==> src/rtl/regfile_write_queue_pkg.sv <==
// Shared defaults and types for the register-file writeback queue.
package regfile_write_queue_pkg;

    localparam int unsigned AW_DEF    = 5;
    localparam int unsigned DW_DEF    = 32;
    localparam int unsigned DEPTH_DEF = 4;

    localparam logic [AW_DEF-1:0] ZERO_REG = 5'd0;

    typedef struct packed {
        logic [AW_DEF-1:0] rg;
        logic [DW_DEF-1:0] data;
    } wbq_entry_t;

endpackage

==> src/rtl/regfile_write_queue_fwd_match.sv <==
// Youngest-first match of one read address over the age-ordered pending entries.
module wbq_fwd_match
    import regfile_write_queue_pkg::*;
#(
    parameter int unsigned DEPTH = DEPTH_DEF,
    parameter int unsigned AW    = AW_DEF,
    parameter int unsigned DW    = DW_DEF
) (
    input  logic [AW-1:0]                rreg,
    input  logic [DEPTH-1:0]             valid,
    input  logic [DEPTH-1:0][AW-1:0]     regs,
    input  logic [DEPTH-1:0][DW-1:0]     datas,
    output logic                         hit,
    output logic [DW-1:0]                data
);

    // Index 0 is the oldest entry; later matches overwrite earlier ones.
    always_comb begin
        hit  = 1'b0;
        data = '0;
        if (rreg != AW'(ZERO_REG)) begin
            for (int k = 0; k < int'(DEPTH); k++) begin
                if (valid[k] && (regs[k] == rreg)) begin
                    hit  = 1'b1;
                    data = datas[k];
                end
            end
        end
    end

endmodule

==> src/rtl/regfile_write_queue.sv <==
// In-order writeback FIFO driving the register-file write port, with read-port forwarding.
module regfile_write_queue
    import regfile_write_queue_pkg::*;
#(
    parameter int unsigned DEPTH = DEPTH_DEF,
    parameter int unsigned AW    = AW_DEF,
    parameter int unsigned DW    = DW_DEF
) (
    input  logic                         clk,
    input  logic                         rst,
    input  logic                         in_valid,
    output logic                         in_ready,
    input  logic [AW-1:0]                in_reg,
    input  logic [DW-1:0]                in_data,
    output logic                         regwr,
    output logic [AW-1:0]                wreg,
    output logic [DW-1:0]                wdata,
    input  logic [AW-1:0]                rreg1,
    input  logic [AW-1:0]                rreg2,
    output logic                         fwd1_hit,
    output logic                         fwd2_hit,
    output logic [DW-1:0]                fwd1_data,
    output logic [DW-1:0]                fwd2_data,
    output logic [$clog2(DEPTH):0]       count
);

    localparam int unsigned PW = $clog2(DEPTH);
    localparam int unsigned CW = PW + 1;

    logic [AW-1:0] mem_reg  [DEPTH];
    logic [DW-1:0] mem_data [DEPTH];
    logic [PW-1:0] head, tail;
    logic [CW-1:0] cnt;

    logic push, pop;

    logic [DEPTH-1:0]         ord_valid;
    logic [DEPTH-1:0][AW-1:0] ord_reg;
    logic [DEPTH-1:0][DW-1:0] ord_data;

    // Register-0 requests complete the handshake but never occupy an entry.
    assign in_ready = rst && (cnt < CW'(DEPTH));
    assign push     = in_valid && in_ready && (in_reg != AW'(ZERO_REG));
    assign pop      = (cnt != '0);
    assign count    = cnt;

    always_ff @(posedge clk or negedge rst) begin
        if (!rst) begin
            head <= '0;
            tail <= '0;
            cnt  <= '0;
        end else begin
            if (push) tail <= tail + PW'(1);
            if (pop)  head <= head + PW'(1);
            unique case ({push, pop})
                2'b10:   cnt <= cnt + CW'(1);
                2'b01:   cnt <= cnt - CW'(1);
                default: cnt <= cnt;
            endcase
        end
    end

    // Payload storage needs no reset; occupancy gates every use of it.
    always_ff @(posedge clk) begin
        if (push) begin
            mem_reg[tail]  <= in_reg;
            mem_data[tail] <= in_data;
        end
    end

    always_comb begin
        regwr = pop;
        wreg  = '0;
        wdata = '0;
        if (pop) begin
            wreg  = mem_reg[head];
            wdata = mem_data[head];
        end
    end

    // Rotate storage into age order so the matcher sees oldest at index 0.
    always_comb begin
        for (int k = 0; k < int'(DEPTH); k++) begin
            ord_valid[k] = (CW'(k) < cnt);
            ord_reg[k]   = mem_reg[head + PW'(k)];
            ord_data[k]  = mem_data[head + PW'(k)];
        end
    end

    wbq_fwd_match #(.DEPTH(DEPTH), .AW(AW), .DW(DW)) u_fwd1 (
        .rreg  (rreg1),
        .valid (ord_valid),
        .regs  (ord_reg),
        .datas (ord_data),
        .hit   (fwd1_hit),
        .data  (fwd1_data)
    );

    wbq_fwd_match #(.DEPTH(DEPTH), .AW(AW), .DW(DW)) u_fwd2 (
        .rreg  (rreg2),
        .valid (ord_valid),
        .regs  (ord_reg),
        .datas (ord_data),
        .hit   (fwd2_hit),
        .data  (fwd2_data)
    );

endmodule
==> config.mk <==
export PLATFORM = sky130hd
export DESIGN_NAME = regfile_write_queue
export DESIGN_NICKNAME = d
export VERILOG_FILES = /design/src/rtl/regfile_write_queue_pkg.sv /design/src/rtl/regfile_write_queue_fwd_match.sv /design/src/rtl/regfile_write_queue.sv
export SDC_FILE = /design/constraint.sdc
export NUM_CORES = 1
export LEC_CHECK = 0
export ABC_AREA = 0
export ABC_CLOCK_PERIOD_IN_PS = 3300
export CAP_MARGIN = 10
export CELL_PAD_IN_SITES_DETAIL_PLACEMENT = 1
export CELL_PAD_IN_SITES_GLOBAL_PLACEMENT = 1
export CORE_MARGIN = 2
export CORE_UTILIZATION = 25
export DETAILED_ROUTE_END_ITERATION = 8
export DONT_BUFFER_PORTS = 1
export HOLD_SLACK_MARGIN = 0.15
export PLACE_DENSITY = 0.49
export SLEW_MARGIN = 20
export SYNTH_ARGS = -nofsm -noshare
export SYNTH_HDL_FRONTEND = slang
export SYNTH_SLANG_ARGS = --single-unit
export TNS_END_PERCENT = 30
==> constraint.sdc <==
create_clock -name clk -period 3.3 [get_ports clk]
set_clock_uncertainty 0.2 [all_clocks]
set_input_delay 0.66 -clock clk [delete_from_list [all_inputs] [get_ports clk]]
set_output_delay 0.66 -clock clk [all_outputs]
set_load 0.02 [all_outputs]
# Word level (Yosys, flattened, before mapping)
# Memories as Yosys holds them, arrays and structs flattened.
# Index checks and enable logic that the tools add are counted.
[totals]
out_inout_bits = 108
mem_count = 2
elab_cells = 67
ram_bits = 148
reg_bits = 7
[memory_table]
columns = ["name", "depth", "width", "rd", "rd_clocked_by_memory_dff", "write_ports", "line_no", "source"]
rows = [
  ["mem_data", 4, 32, 4, 0, 1, "regfile_write_queue.sv:31", "logic [DW-1:0] mem_data [DEPTH];"],
  ["mem_reg", 4, 5, 4, 0, 1, "regfile_write_queue.sv:30", "logic [AW-1:0] mem_reg [DEPTH];"],
]
[op_classes]
order_cmp = 5
muxes = 25
reduce_logical = 16
n_addsub = 6
eq_ne = 10
[op_table]
columns = ["op", "count"]
rows = [
  ["$mux W32", 11],
  ["$eq A5 B5 Y1", 8],
  ["$reduce_bool A5 Y1", 3],
  ["$mux W1", 12],
  ["$logic_and A1 B1 Y1", 11],
  ["$lt A1 B3 Y1 const A", 2],
  ["$lt A2 B3 Y1 const A", 2],
  ["$pmux W3 S2", 1],
  ["$mux W5", 1],
  ["$add A2 B1 Y2 const B", 2],
  ["$add A2 B2 Y2 const B", 2],
  ["$add A3 B1 Y3 const B", 1],
  ["$lt A3 B3 Y1 const B", 1],
  ["$reduce_bool A3 Y1", 1],
  ["$sub A3 B1 Y3 const B", 1],
  ["$eq A2 B1 Y1 const B", 1],
  ["$eq A2 B2 Y1 const B", 1],
  ["$reduce_bool A2 Y1", 1],
]

# Longest topological paths before layout
# An unclocked memory read counts as a cell.
[depth]
word_depth = 8
depth_mapped = 14
depth_no_buf = 9

# Cells and area by module
# A second synthesis with hierarchy kept.
[hier_totals]
hier_cells = 1032
hier_area_um2 = 11481.0
[modules_own_cells]
columns = ["mod", "area_per_inst_um2", "seq_area_each_um2", "cells_each", "n_inst"]
rows = [
  ["regfile_write_queue", 8715.9, 4619.4, 646, 1],
  ["wbq_fwd_match", 1382.6, 0.0, 193, 2],
]

# Least setup slack after synthesis
# No wires, ideal clock.
[synth_path]
path_kind = "register -> output"
start = "reg head[0]"
end = "out fwd1_data[31]"
path_buffers = 3
stages_incl_launch_ff = 11
required_ps = 2440
path_slack_ps = -407
t_arrival_ps = 2847
path_cell_list = "dfrtp_1 -> buf_4 -> mux4_2 -> xnor2_1 -> nand4_1 -> or3b_1 -> buf_2 -> buf_2 -> nor2_1 -> a211oi_1 -> a211oi_1"
[synth_via]
elab_chain_cells = 8
word_cells_on_any_way = 18
[synth_lines]
columns = ["element", "line_no", "source"]
rows = [
  ["from (decl)", "regfile_write_queue.sv:32", "logic [PW-1:0] head, tail;"],
  ["from (signal assigned)", "regfile_write_queue.sv:54", "if (pop) head <= head + PW'(1);"],
  ["$add A2 B1 Y2 / $mem_v2 Z4 W5 (equally long branches)", "-", ""],
  ["$mem_v2 Z4 W5 / $eq A5 B5 Y1 (equally long branches)", "-", ""],
  ["$eq A5 B5 Y1 / $logic_and A1 B1 Y1 (equally long branches)", "regfile_write_queue_fwd_match.sv:23", "if (valid[k] && (regs[k] == rreg)) begin"],
  ["$logic_and A1 B1 Y1 / $mux W32 (equally long branches)", "regfile_write_queue_fwd_match.sv:23", ""],
  ["$mux W32 (2 in a row)", "regfile_write_queue_fwd_match.sv:23", ""],
  ["$mux W32 *", "regfile_write_queue_fwd_match.sv:23", ""],
  ["$mux W32 *", "regfile_write_queue_fwd_match.sv:21", "if (rreg != AW'(ZERO_REG)) begin"],
  ["to (decl)", "regfile_write_queue.sv:22", "output logic [DW-1:0] fwd1_data,"],
]
# Every way passes the cells marked *; elsewhere a longest branch is shown, timed or not.

# Final worst setup path
[layout_path]
start = "reg head[1]"
end = "out fwd1_data[26]"
# Same word-level chain as after synthesis.

==> flow_summary.json <==
{
  "ys_top_cells_by_area": "sky130_fd_sc_hd__edfxtp_1 38%, sky130_fd_sc_hd__mux2i_1 13%, sky130_fd_sc_hd__nand2_1 9.6%, sky130_fd_sc_hd__xnor2_1 3.2%, sky130_fd_sc_hd__o21ai_0 3.0%",
  "worst-slew-pin-transition_ps": 797.0,
  "drt_pass1_iterations": 5,
  "timing.final.hold_violations": 0,
  "htree_levels": 4,
  "ys_seq_area_frac": 0.3982,
  "clock_latency_ps": 460,
  "wl_per_cell_um": 22.41,
  "final_layout_size_suffix_gt1_frac": 0.3722,
  "critPathLaunchType": "register",
  "edff_count_synth": 148,
  "synthesized_net_count": 1324,
  "ios": 158,
  "timing.max_slew.rel_slack": 0.4687,
  "cp.required_ps": 2440,
  "yosys_register_bits": 155,
  "failing_checks": "setup timing",
  "clock_pin_slew_of_the_registers_on_the_worst_case_setup_and_hold_paths_ps": 60,
  "finalWirelength_um": 49030,
  "antenna_violating_nets_post_route": 0,
  "ff2ff_path_depth": 9,
  "power.leakage_uw": 0.006904,
  "first_global_vias": 11970,
  "synth_area_leader_cell": "sky130_fd_sc_hd__edfxtp_1",
  "critical_path.endpoint_type": "output port",
  "slew_violations": 0,
  "grt-ovfl-total": 0,
  "die_width_um": 219.4,
  "largest_register_ffs": 128,
  "dr_total_vias": 11240,
  "syn-mean-instance-area_um2": 9.170,
  "worst_ir_drop_vdd_v": 0.0004714,
  "finish.net_count": 1634,
  "ff2ff_setup_slack_ps": 860,
  "dpl-instance-area_um2": 15120,
  "track_usage": 0.2057,
  "number_of_diodes_added_for_antenna_fixing": 0,
  "flow.area_growth_from_synthesis_pct": 48.72,
  "timing.critical_path.arrival_ps": 3300,
  "top_area_cell_type_share_of_the_netlist_area": 0.3831,
  "port_buffers": 0,
  "dp_cells": 2079,
  "layout_setup_ws_ps": -863.0,
  "grt_first_pass_wirelength_um": 73690,
  "worst-path-max-fanout": 7,
  "synthCells": 1265,
  "max_cap_viol_count": 0,
  "setup_viol": 86,
  "synthesis.yosys.warnings": 0,
  "initial_antenna_violation_count": 1,
  "min_path_type": "primary input to async pin",
  "die_y_um": 219.4,
  "drt-initial-drc-count": 636,
  "finalCritPeriodShare": 1.262,
  "fin_area_um2": 17250,
  "dpl.hpwl_um": 32110,
  "cts_inserted_buffers": 17,
  "area_of_the_placeable_core_um2": 45580,
  "row_count": 78,
  "layoutNonFillerInstCount": 2188,
  "power_per_cell_area_nw_per_um2": 900.9,
  "synthArstFlopShare": 0.04516,
  "vias_per_cell": 5.136,
  "largest_net_degree_at_the_start_of_global_routing": 87,
  "rr_endpoint": "mem_data[1][10]$_DFFE_PP_",
  "cts-root-buf": "sky130_fd_sc_hd__clkbuf_16",
  "clock_sink_count": 155,
  "cts-root-to-sink-buffers": 2,
  "setup_repair_after_global_routing_missed_its_margin": "true",
  "drc_errors": 0,
  "synth_top_flop_cell": "sky130_fd_sc_hd__edfxtp_1",
  "tritoncts": "done",
  "place_congestion": 0.7972,
  "rr_startpoint": "count[2]$_DFFE_PN0P_",
  "netlist-cell-type-count": 52,
  "initial_core_util": 0.2545,
  "final_period_minus_worst_setup_slack_ps": 4163,
  "setup.worst_path.class": "register to output port",
  "die_area_um2": 48140,
  "outcome": "finished, violations left",
  "syn_area_um2": 11600,
  "max_freq_ghz": 0.2402
}
-- where the power goes --
part / internal (uW) / switching, uW / leakage, uW / total [uW]
clock network: 1270 / 803 / 0.000295 / 2070
logic: 4840 / 6140 / 0.00519 / 11000
registers: 2360 / 127 / 0.00142 / 2490
total: 8470 / 7070 / 0.00690 / 15500
-- critical path, stage by stage (launching register included) --
cell	delay, ps
sky130_fd_sc_hd__dfrtp_4	490
sky130_fd_sc_hd__buf_8	160
sky130_fd_sc_hd__mux2_2	360
sky130_fd_sc_hd__xor2_1	140
sky130_fd_sc_hd__nor3_1	190
sky130_fd_sc_hd__a22oi_1	110
sky130_fd_sc_hd__buf_4	180
sky130_fd_sc_hd__nor2_4	160
sky130_fd_sc_hd__buf_12	150
sky130_fd_sc_hd__buf_4	140
sky130_fd_sc_hd__mux2i_1	210
sky130_fd_sc_hd__a311oi_2	130
sky130_fd_sc_hd__a211oi_2	210
sky130_fd_sc_hd__buf_4	190
-- final cells by class --
class | count | area [um2]
fill | 5073 | 28320
multi-input combinational | 986 | 7373
sequential | 155 | 4627
timing repair buffer | 405 | 3850
tap | 600 | 750.7
clock buffer | 26 | 499.2
clock inverter | 6 | 111.4
inverter | 10 | 40.04
-- worst max-delay path by stage --
stage	startpoint	endpoint
after floorplan	head[0]$_DFFE_PN0N_	fwd1_data[30]
final	head[1]$_DFFE_PN0N_	fwd1_data[26]
after CTS	head[1]$_DFFE_PN0N_	fwd1_data[3]
after global routing	head[1]$_DFFE_PN0N_	fwd1_data[2]
after detailed placement	head[1]$_DFFE_PN0N_	fwd2_data[7]
after global placement	head[1]$_DFFE_PN0N_	fwd2_data[7]
-- cells by family (layout without fill, tap and decap cells) --
logic type,count (synthesis),after routing,share of synthesized area
AOI/OAI and AO/OA,286,287,0.1629
xor gates and xnor gates,53,53,0.04002
adders and majority gates,9,9,0.009708
buffers and inverters,125,447,0.04757
DFF,155,155,0.3982
muxes,184,184,0.1727
and+or+nand+nor,453,453,0.1689
-- synthesized netlist by cell type, types with 3 or more instances --
master and n:
sky130_fd_sc_hd__a211oi_1 32, sky130_fd_sc_hd__a21oi_1 42, sky130_fd_sc_hd__a311oi_1 13, sky130_fd_sc_hd__a31oi_1 16
sky130_fd_sc_hd__and2_1 40, sky130_fd_sc_hd__and3_1 3, sky130_fd_sc_hd__buf_1 19, sky130_fd_sc_hd__buf_2 33
sky130_fd_sc_hd__buf_4 5, sky130_fd_sc_hd__buf_6 3, sky130_fd_sc_hd__clkbuf_1 55, sky130_fd_sc_hd__dfrtp_1 7
sky130_fd_sc_hd__edfxtp_1 148, sky130_fd_sc_hd__ha_1 9, sky130_fd_sc_hd__inv_1 9, sky130_fd_sc_hd__mux2_2 26
sky130_fd_sc_hd__mux2i_1 147, sky130_fd_sc_hd__mux4_2 9, sky130_fd_sc_hd__nand2_1 297, sky130_fd_sc_hd__nand3_1 29
sky130_fd_sc_hd__nand4_1 5, sky130_fd_sc_hd__nor2_1 47, sky130_fd_sc_hd__nor3_1 14, sky130_fd_sc_hd__o2111ai_1 15
sky130_fd_sc_hd__o211ai_1 28, sky130_fd_sc_hd__o21ai_0 70, sky130_fd_sc_hd__o221ai_1 29, sky130_fd_sc_hd__o22ai_1 29
sky130_fd_sc_hd__or3_1 3, sky130_fd_sc_hd__xnor2_1 43, sky130_fd_sc_hd__xor2_1 10
-- layout by cell type (no fill, tap or decap), types with 27 or more instances in the layout --
master	Yosys	routed
sky130_fd_sc_hd__dlygate4sd3_1	0	38
sky130_fd_sc_hd__o211ai_1	28	28
sky130_fd_sc_hd__o22ai_1	29	27
sky130_fd_sc_hd__nor2_1	47	35
sky130_fd_sc_hd__o21ai_0	70	63
sky130_fd_sc_hd__mux2i_1	147	121
sky130_fd_sc_hd__xnor2_1	43	40
sky130_fd_sc_hd__nand3_1	29	29
sky130_fd_sc_hd__and2_1	40	35
sky130_fd_sc_hd__edfxtp_1	148	148
sky130_fd_sc_hd__buf_12	0	34
sky130_fd_sc_hd__buf_4	5	296
sky130_fd_sc_hd__nand2_1	297	292
-- repair_timing --
action | in CTS | in global routing
pin swaps | 18 | 6
buffers inserted | 24 | 7
hold endpoints to repair | 155 | 0
hold buffers | 38 | 0
endpoints found under the setup margin | 98 | 93
gates resized for setup | 123 | 29
gates cloned | 7 | 1
-- metal layers --
| layer | routed length (um) | GRT usage | up-vias |
|---|---|---|---|
| met5 | 13 | 0 | - |
| li1 | - | - | 5294 |
| met3 | 2017 | 0.03243 | 60 |
| met2 | 23860 | 0.3491 | 224 |
| met4 | 1032 | 0.06779 | 2 |
| met1 | 22110 | 0.2658 | 5658 |
-- per-stage QoR --
step           setup WS, ps  utilization  hold WS, ps  power (uW)  TNS [ps]
4_1_cts              -899.9       0.3746        322.3       15490    -58960
5_1_grt               -1021       0.3785        352.9       16520    -68680
2_1_floorplan        -118.8            -        164.4        8387     -4353
3_3_place_gp         -629.0       0.3317        164.7       12300    -34150
6_report             -863.0       0.3785        344.9       15540    -56440
3_5_place_dp         -608.9       0.3317        164.6       12430    -31900
Note: power is estimated with default switching activity, not from simulation.
